### config.mk
export PLATFORM = sky130hd
export DESIGN_NAME = regfile_dump
export DESIGN_NICKNAME = d
export VERILOG_FILES = /design/src/rtl/regfile_dump.sv
export SDC_FILE = /design/constraint.sdc
export NUM_CORES = 1
export LEC_CHECK = 0
export ABC_CLOCK_PERIOD_IN_PS = 1850
export CAP_MARGIN = 10
export CELL_PAD_IN_SITES_DETAIL_PLACEMENT = 0
export CELL_PAD_IN_SITES_GLOBAL_PLACEMENT = 1
export CORE_MARGIN = 2
export CORE_UTILIZATION = 30
export DETAILED_ROUTE_END_ITERATION = 16
export PLACE_DENSITY = 0.77
export RECOVER_POWER = 25
export SLEW_MARGIN = 20
export SYNTH_ARGS = -nofsm -noshare
export SYNTH_HDL_FRONTEND = slang
export SYNTH_SLANG_ARGS = --single-unit
### constraint.sdc
create_clock -name clk -period 1.85 [get_ports clk]
set_clock_uncertainty 0.15 [all_clocks]
set_input_delay 0.37 -clock clk [delete_from_list [all_inputs] [get_ports clk]]
set_output_delay 0.37 -clock clk [all_outputs]
set_load 0.1 [all_outputs]
### src/rtl/regfile_dump.sv
// Debug read-out engine: walks a register-address range through one regfile read
// port and streams (address, data) snapshots over a valid/ready handshake.
module regfile_dump #(
  parameter int NUM_REGS   = 32,
  parameter int ADDR_WIDTH = 5,
  parameter int DATA_WIDTH = 32
) (
  input  logic                  clk,
  input  logic                  reset,
  input  logic                  start,
  input  logic [ADDR_WIDTH-1:0] first_addr,
  input  logic [ADDR_WIDTH-1:0] last_addr,
  output logic [ADDR_WIDTH-1:0] rf_addr,
  input  logic [DATA_WIDTH-1:0] rf_data,
  output logic                  out_valid,
  input  logic                  out_ready,
  output logic [ADDR_WIDTH-1:0] out_addr,
  output logic [DATA_WIDTH-1:0] out_data,
  output logic                  busy,
  output logic                  done
);

  typedef enum logic [1:0] {
    IDLE  = 2'd0,
    FETCH = 2'd1,
    SEND  = 2'd2,
    DONE  = 2'd3
  } state_t;

  localparam logic [ADDR_WIDTH-1:0] ADDR_MAX = ADDR_WIDTH'(NUM_REGS - 1);

  state_t                state, state_n;
  logic [ADDR_WIDTH-1:0] rf_addr_n;
  logic [ADDR_WIDTH-1:0] out_addr_n;
  logic [DATA_WIDTH-1:0] out_data_n;
  logic                  out_valid_n;
  logic [ADDR_WIDTH-1:0] last_q, last_n;
  logic                  handshake;

  assign handshake = out_valid && out_ready;

  always_ff @(posedge clk or posedge reset) begin
    if (reset) begin
      state     <= IDLE;
      rf_addr   <= '0;
      out_addr  <= '0;
      out_data  <= '0;
      out_valid <= 1'b0;
      last_q    <= '0;
      busy      <= 1'b0;
      done      <= 1'b0;
    end else begin
      state     <= state_n;
      rf_addr   <= rf_addr_n;
      out_addr  <= out_addr_n;
      out_data  <= out_data_n;
      out_valid <= out_valid_n;
      last_q    <= last_n;
      // Flags are decoded from the next state and registered so they never glitch.
      busy      <= (state_n != IDLE);
      done      <= (state_n == DONE);
    end
  end

  always_comb begin
    state_n     = state;
    rf_addr_n   = rf_addr;
    out_addr_n  = out_addr;
    out_data_n  = out_data;
    out_valid_n = out_valid;
    last_n      = last_q;

    case (state)
      IDLE: begin
        if (start) begin
          last_n    = last_addr;
          rf_addr_n = first_addr;
          state_n   = FETCH;
        end
      end
      FETCH: begin
        out_data_n  = rf_data;
        out_addr_n  = rf_addr;
        out_valid_n = 1'b1;
        state_n     = SEND;
      end
      SEND: begin
        if (handshake) begin
          out_valid_n = 1'b0;
          if (out_addr == last_q) begin
            state_n = DONE;
          end else begin
            rf_addr_n = (rf_addr == ADDR_MAX) ? '0 : rf_addr + ADDR_WIDTH'(1);
            state_n   = FETCH;
          end
        end
      end
      DONE: begin
        state_n = IDLE;
      end
      default: begin
        state_n = IDLE;
      end
    endcase
  end

endmodule

Yosys cells after proc, flatten, opt, wreduce, memory -nomap -nowiden
Cells that the tools add are included.

storage, ports and cells
  bits in writable memories = 0
  memory bits (read-only) = 0
  flip-flop bits (word level) = 52
  output and inout port bits = 45
  logic and storage cells = 37
  bits in latches = 0
  memories = 0
  bits of input ports = 46

cells by class
  multipliers = 0
  muxes and demuxes = 11
  equality and inequality tests = 9
  shift operators = 0
  reductions and logical operators = 8
  divide/modulo/power cells = 0
  bitwise operators = 0
  add/sub/neg operators = 1
  magnitude comparators = 0

operators with widths
  cell                                                             number
  5-bit 2-to-1 mux                                                 4
  5-bit one-hot mux with 2 select lines                            1
  2-bit one-hot mux with 4 select lines                            1
  2-bit == test, second input constant                             3
  2-bit 2-to-1 mux                                                 3
  2-bit != test, second input constant                             3
  2-bit nonzero test                                               3
  5-bit by 1-bit adder with 5-bit output, second input constant    1
  5-bit == test                                                    1
  5-bit == test, second input constant                             1
  2-bit AND reduction                                              2
  4-bit AND reduction                                              1
  2-bit by 1-bit == test with 1-bit output, second input constant  1
  2-bit logical NOT                                                1
  1-bit one-hot mux with 2 select lines                            1
  1-bit logical AND                                                1
  1-bit 2-to-1 mux                                                 1

Logic depth before layout (Yosys ltp)
Gate-level depths: netlist of run 1.

  depth in word-level cells = 5
  gate-level depth with buffers = 6
  gate-level depth less buffers = 6

Worst setup path after synthesis of run 1
No wires, ideal clock.

  path kind = flip-flop to flip-flop
  from = register rf_addr[0]
  to = register rf_addr[2]
  slack = -416 ps
  buffers on the path = 0
  data required time = 1,613 ps
  stages on the path, launching flop included = 7
  library setup time = 87 ps
  period minus slack after synthesis = 2,266 ps
  data arrival time = 2,030 ps
  path through = dfrtp_1 > ha_1 > and3_1 > ha_1 > nor4b_1 > a21oi_1 > o211ai_1

between the ends
  word-level cells in the longest chain between the ends = 5

ends and longest elaborated chain
  element                                                                         RTL line  RTL
  start: declaration                                                              13        output logic [ADDR_WIDTH-1:0] rf_addr,
  start signal: assignment                                                        54        rf_addr <= rf_addr_n;
  5-bit by 1-bit adder with 5-bit output / 5-bit == test (equally long branches)  93        rf_addr_n = (rf_addr == ADDR_MAX) ? '0 : rf_addr + ADDR_WIDTH'(1);
  5-bit 2-to-1 mux (*)                                                            93
  5-bit 2-to-1 mux (*)                                                            90        if (out_addr == last_q) begin
  5-bit 2-to-1 mux (*)                                                            88        if (handshake) begin
  5-bit one-hot mux with 2 select lines (*)                                       73        case (state)

Every way passes the cells marked *; elsewhere a longest branch is shown, timed or not. The select of a mux whose other input is x is not followed.
A chain may end at the register's enable or synchronous reset.

Final worst setup path of run 1
  from = register rf_addr[1]
  to = register rf_addr[3]

Same word-level chain as after synthesis.

==> reports/results.txt, run 1 <==
gr ovfl total - 0
Ys Warns - 0
total die area - 8040 um^2
Max Freq - 0.550 GHz
reg2reg start - rf_addr[1]$_DFFE_PP0P_
WP data arrival - 1.88 ns
vias in the first global route - 1593
max_slew headroom - 0.372
fin crit share - 0.982
share of cells above drive strength 1 - 0.508
Worst R2R End - rf_addr[3]$_DFFE_PP0P_
largest net degree at the start of global routing - 36
r2r worst-path depth - 6
post-route ant nets - 0
wire length per cell - 14.7 um
global placer's final weighted congestion - 0.725
Die H - 89.7 um
CTS root buffer - clkbuf_8
Post-synth EDFFs - 0
DP Wirelength - 3980 um
CP startpoint - rf_addr[1]$_DFFE_PP0P_
1st-iter DRT viols - 29
Port Buf Inserts - 90
ys async rst share - 1.00
Routed WL - 5180 um
CTS Sinks - 52
met3 WL - 374 um
synth unique cells - 29
maxcap violations - 0
CP endpoint - rf_addr[3]$_DFFE_PP0P_
Metal-1 WL - 2150 um
CP Max Fanout - 5
Slew Viols, Final - 0
register bit total from synthesis - 52
sequential fraction of the synthesis area - 0.591
status - completed
Worst Tran Pin Value - 0.942 ns
vias per cell - 4.51
num ports - 91
Syn Std Cell Area - 2200 um^2
Top Layer Used - met4
CTS Buf Count - 5
Reg clk slew, reported paths - 0.09 ns
via count - 1592
setup slack, reg-to-reg - 0.03 ns
Post-Layout Cell Count - 353
Synth Area per Inst - 14.5 um^2
NumNets Final - 301
site row count - 31
DRC violations left - 0
Placed Cells incl. Taps - 345
Pre-antenna DRT Iters - 4
initial antenna violation count - 0
Syn Inst Count - 152
min Tclk post-route - 1.82 ns
CP startpoint kind - register
Setup violations, final - 0
# diodes - 0
Die Wd - 89.7 um
H-tree depth - 2
clk_lat worst skew - 0.30 ns
Hold Crit Class - reg2reg
CTS tree - done
hold buffer count at CTS - 0
first-pass GRT wire length - 8010 um
unrepaired setup endpoints after global routing - false
area of the core - 7180 um^2
CP required - 1.92 ns
Synth Flop Type - dfrtp_1
critical path capture point type - register
Crit Path Class - reg2reg
Initial Util - 0.307
met2 routed WL - 2580 um
Total GRT Usage - 0.131
synth-to-layout area growth - 76.9%
Syn Nets - 200
Hold Fails Final Rpt - 0
clock buffer depth - 2
==> flip-flops by register name, summed over array words and instances (netlist names) <==
register   flops
busy           1
out_valid      1
last_q         5
out_data      32
state          2
rf_addr        5
done           1
out_addr       5
==> through the flow <==
stage | setup slack (ns) | area [um^2] | hold WS (ns) | setup TNS [ns] | util
floorplan | 0.000551 | 2260 | 0.275 | 0 | -
global placement | -0.159 | 3820 | 0.362 | -0.716 | 0.532
detailed placement | -0.182 | 3820 | 0.367 | -0.855 | 0.532
CTS | 0.0458 | 3910 | 0.299 | 0 | 0.544
global route | 0.00731 | 3890 | 0.402 | 0 | 0.542
finish | 0.0328 | 3890 | 0.381 | 0 | 0.542
==> worst max-delay path, cell delays in order, from the launching register on <==
cell and delay [ns]:
dfrtp_4 0.53, ha_4 0.18, and3_4 0.18, ha_4 0.17, nor4_1 0.27, a21oi_1 0.08
o211ai_1 0.17
==> what timing repair did <==
action,4_1_cts,5_1_grt
setup endpoints to repair,0,1
setup buffers,0,0
gates resized for setup,0,1
==> layer usage <==
metal | vias up | global-route usage
met4 | 0 | 0.0393
li1 | 741 | -
met3 | 10 | 0.0512
met1 | 788 | 0.168
met2 | 53 | 0.207
met5 | - | 0
==> final cells by class <==
type | instances | area, um^2
clock buffers | 8 | 90.1
fillers | 618 | 3280
inverters | 2 | 8.76
multi-input cells | 92 | 900
flip-flops and latches | 52 | 1320
well taps | 99 | 124
repair buffers | 100 | 1450
==> worst min-delay path by stage <==
stage / start / to / slack, ns / cells past startpoint
final: last_q[4]$_DFFE_PP0P_ / last_q[4]$_DFFE_PP0P_ / 0.38 / 1
after global routing: last_q[3]$_DFFE_PP0P_ / last_q[3]$_DFFE_PP0P_ / 0.40 / 1
after CTS: reset / out_data[21]$_DFFE_PP0P_ / 0.30 / 3
after detailed placement: last_q[3]$_DFFE_PP0P_ / last_q[3]$_DFFE_PP0P_ / 0.37 / 1
after global placement: last_q[3]$_DFFE_PP0P_ / last_q[3]$_DFFE_PP0P_ / 0.36 / 1
after floorplan: reset / busy$_DFF_PP0_ / 0.27 / 1
==> cell usage in the layout (no fill, tap or decap), types with 2 or more instances in the layout <==
cell / count
buf_12: 47
mux2_2: 45
clkdlybuf4s50_1: 44
dfrtp_1: 41
nand2_1: 9
dfrtp_2: 8
buf_4: 7
clkbuf_8: 6
a21oi_1: 5
xor2_1: 5
nor3_1: 3
clkbuf_1: 3
dfrtp_4: 3
nor2_1: 2
a31oi_4: 2
nand4_1: 2
o21ai_0: 2
o211ai_1: 2
ha_4: 2
==> cell families after synthesis <==
logic type | count (synthesis) | share of synthesized area
and+or+nand+nor | 26 | 0.0722
buffers and inverters | 8 | 0.0222
adders and majority gates | 2 | 0.0114
AOI/OAI and AO/OA | 14 | 0.0529
DFF | 52 | 0.591
xor gates and xnor gates | 5 | 0.0199
muxes | 45 | 0.230
==> synth_stat cells, drive strengths merged (2+ instances only) <==
cell type	n	area share
dfrtp	52	0.59
mux2	45	0.23
nand2	9	0.015
buf	6	0.019
a21oi	5	0.011
xor2	5	0.020
nor3	4	0.014
a31oi	2	0.019
ha	2	0.011
inv	2	0.0034
nand4	2	0.0057
nor2	2	0.0034
nor2b	2	0.0068
nor3b	2	0.012
o211ai	2	0.0068
o21ai	2	0.0045
Power of run 1 is left out: the tool's default activity adds up to more than one toggle a clock period on the data nets, which glitch-free logic cannot reach.
==> run 2, diff against run 1 <==
--- a/config.mk
+++ b/config.mk
@@ -6,7 +6,6 @@
 export NUM_CORES = 1
 export LEC_CHECK = 0
 export ABC_CLOCK_PERIOD_IN_PS = 1850
-export CAP_MARGIN = 10
 export CELL_PAD_IN_SITES_DETAIL_PLACEMENT = 0
 export CELL_PAD_IN_SITES_GLOBAL_PLACEMENT = 1
 export CORE_MARGIN = 2
==> results of run 2 <==
Final layout, timing and power as in run 1 (identical DEF).
Power of run 2 is left out for the same reason.
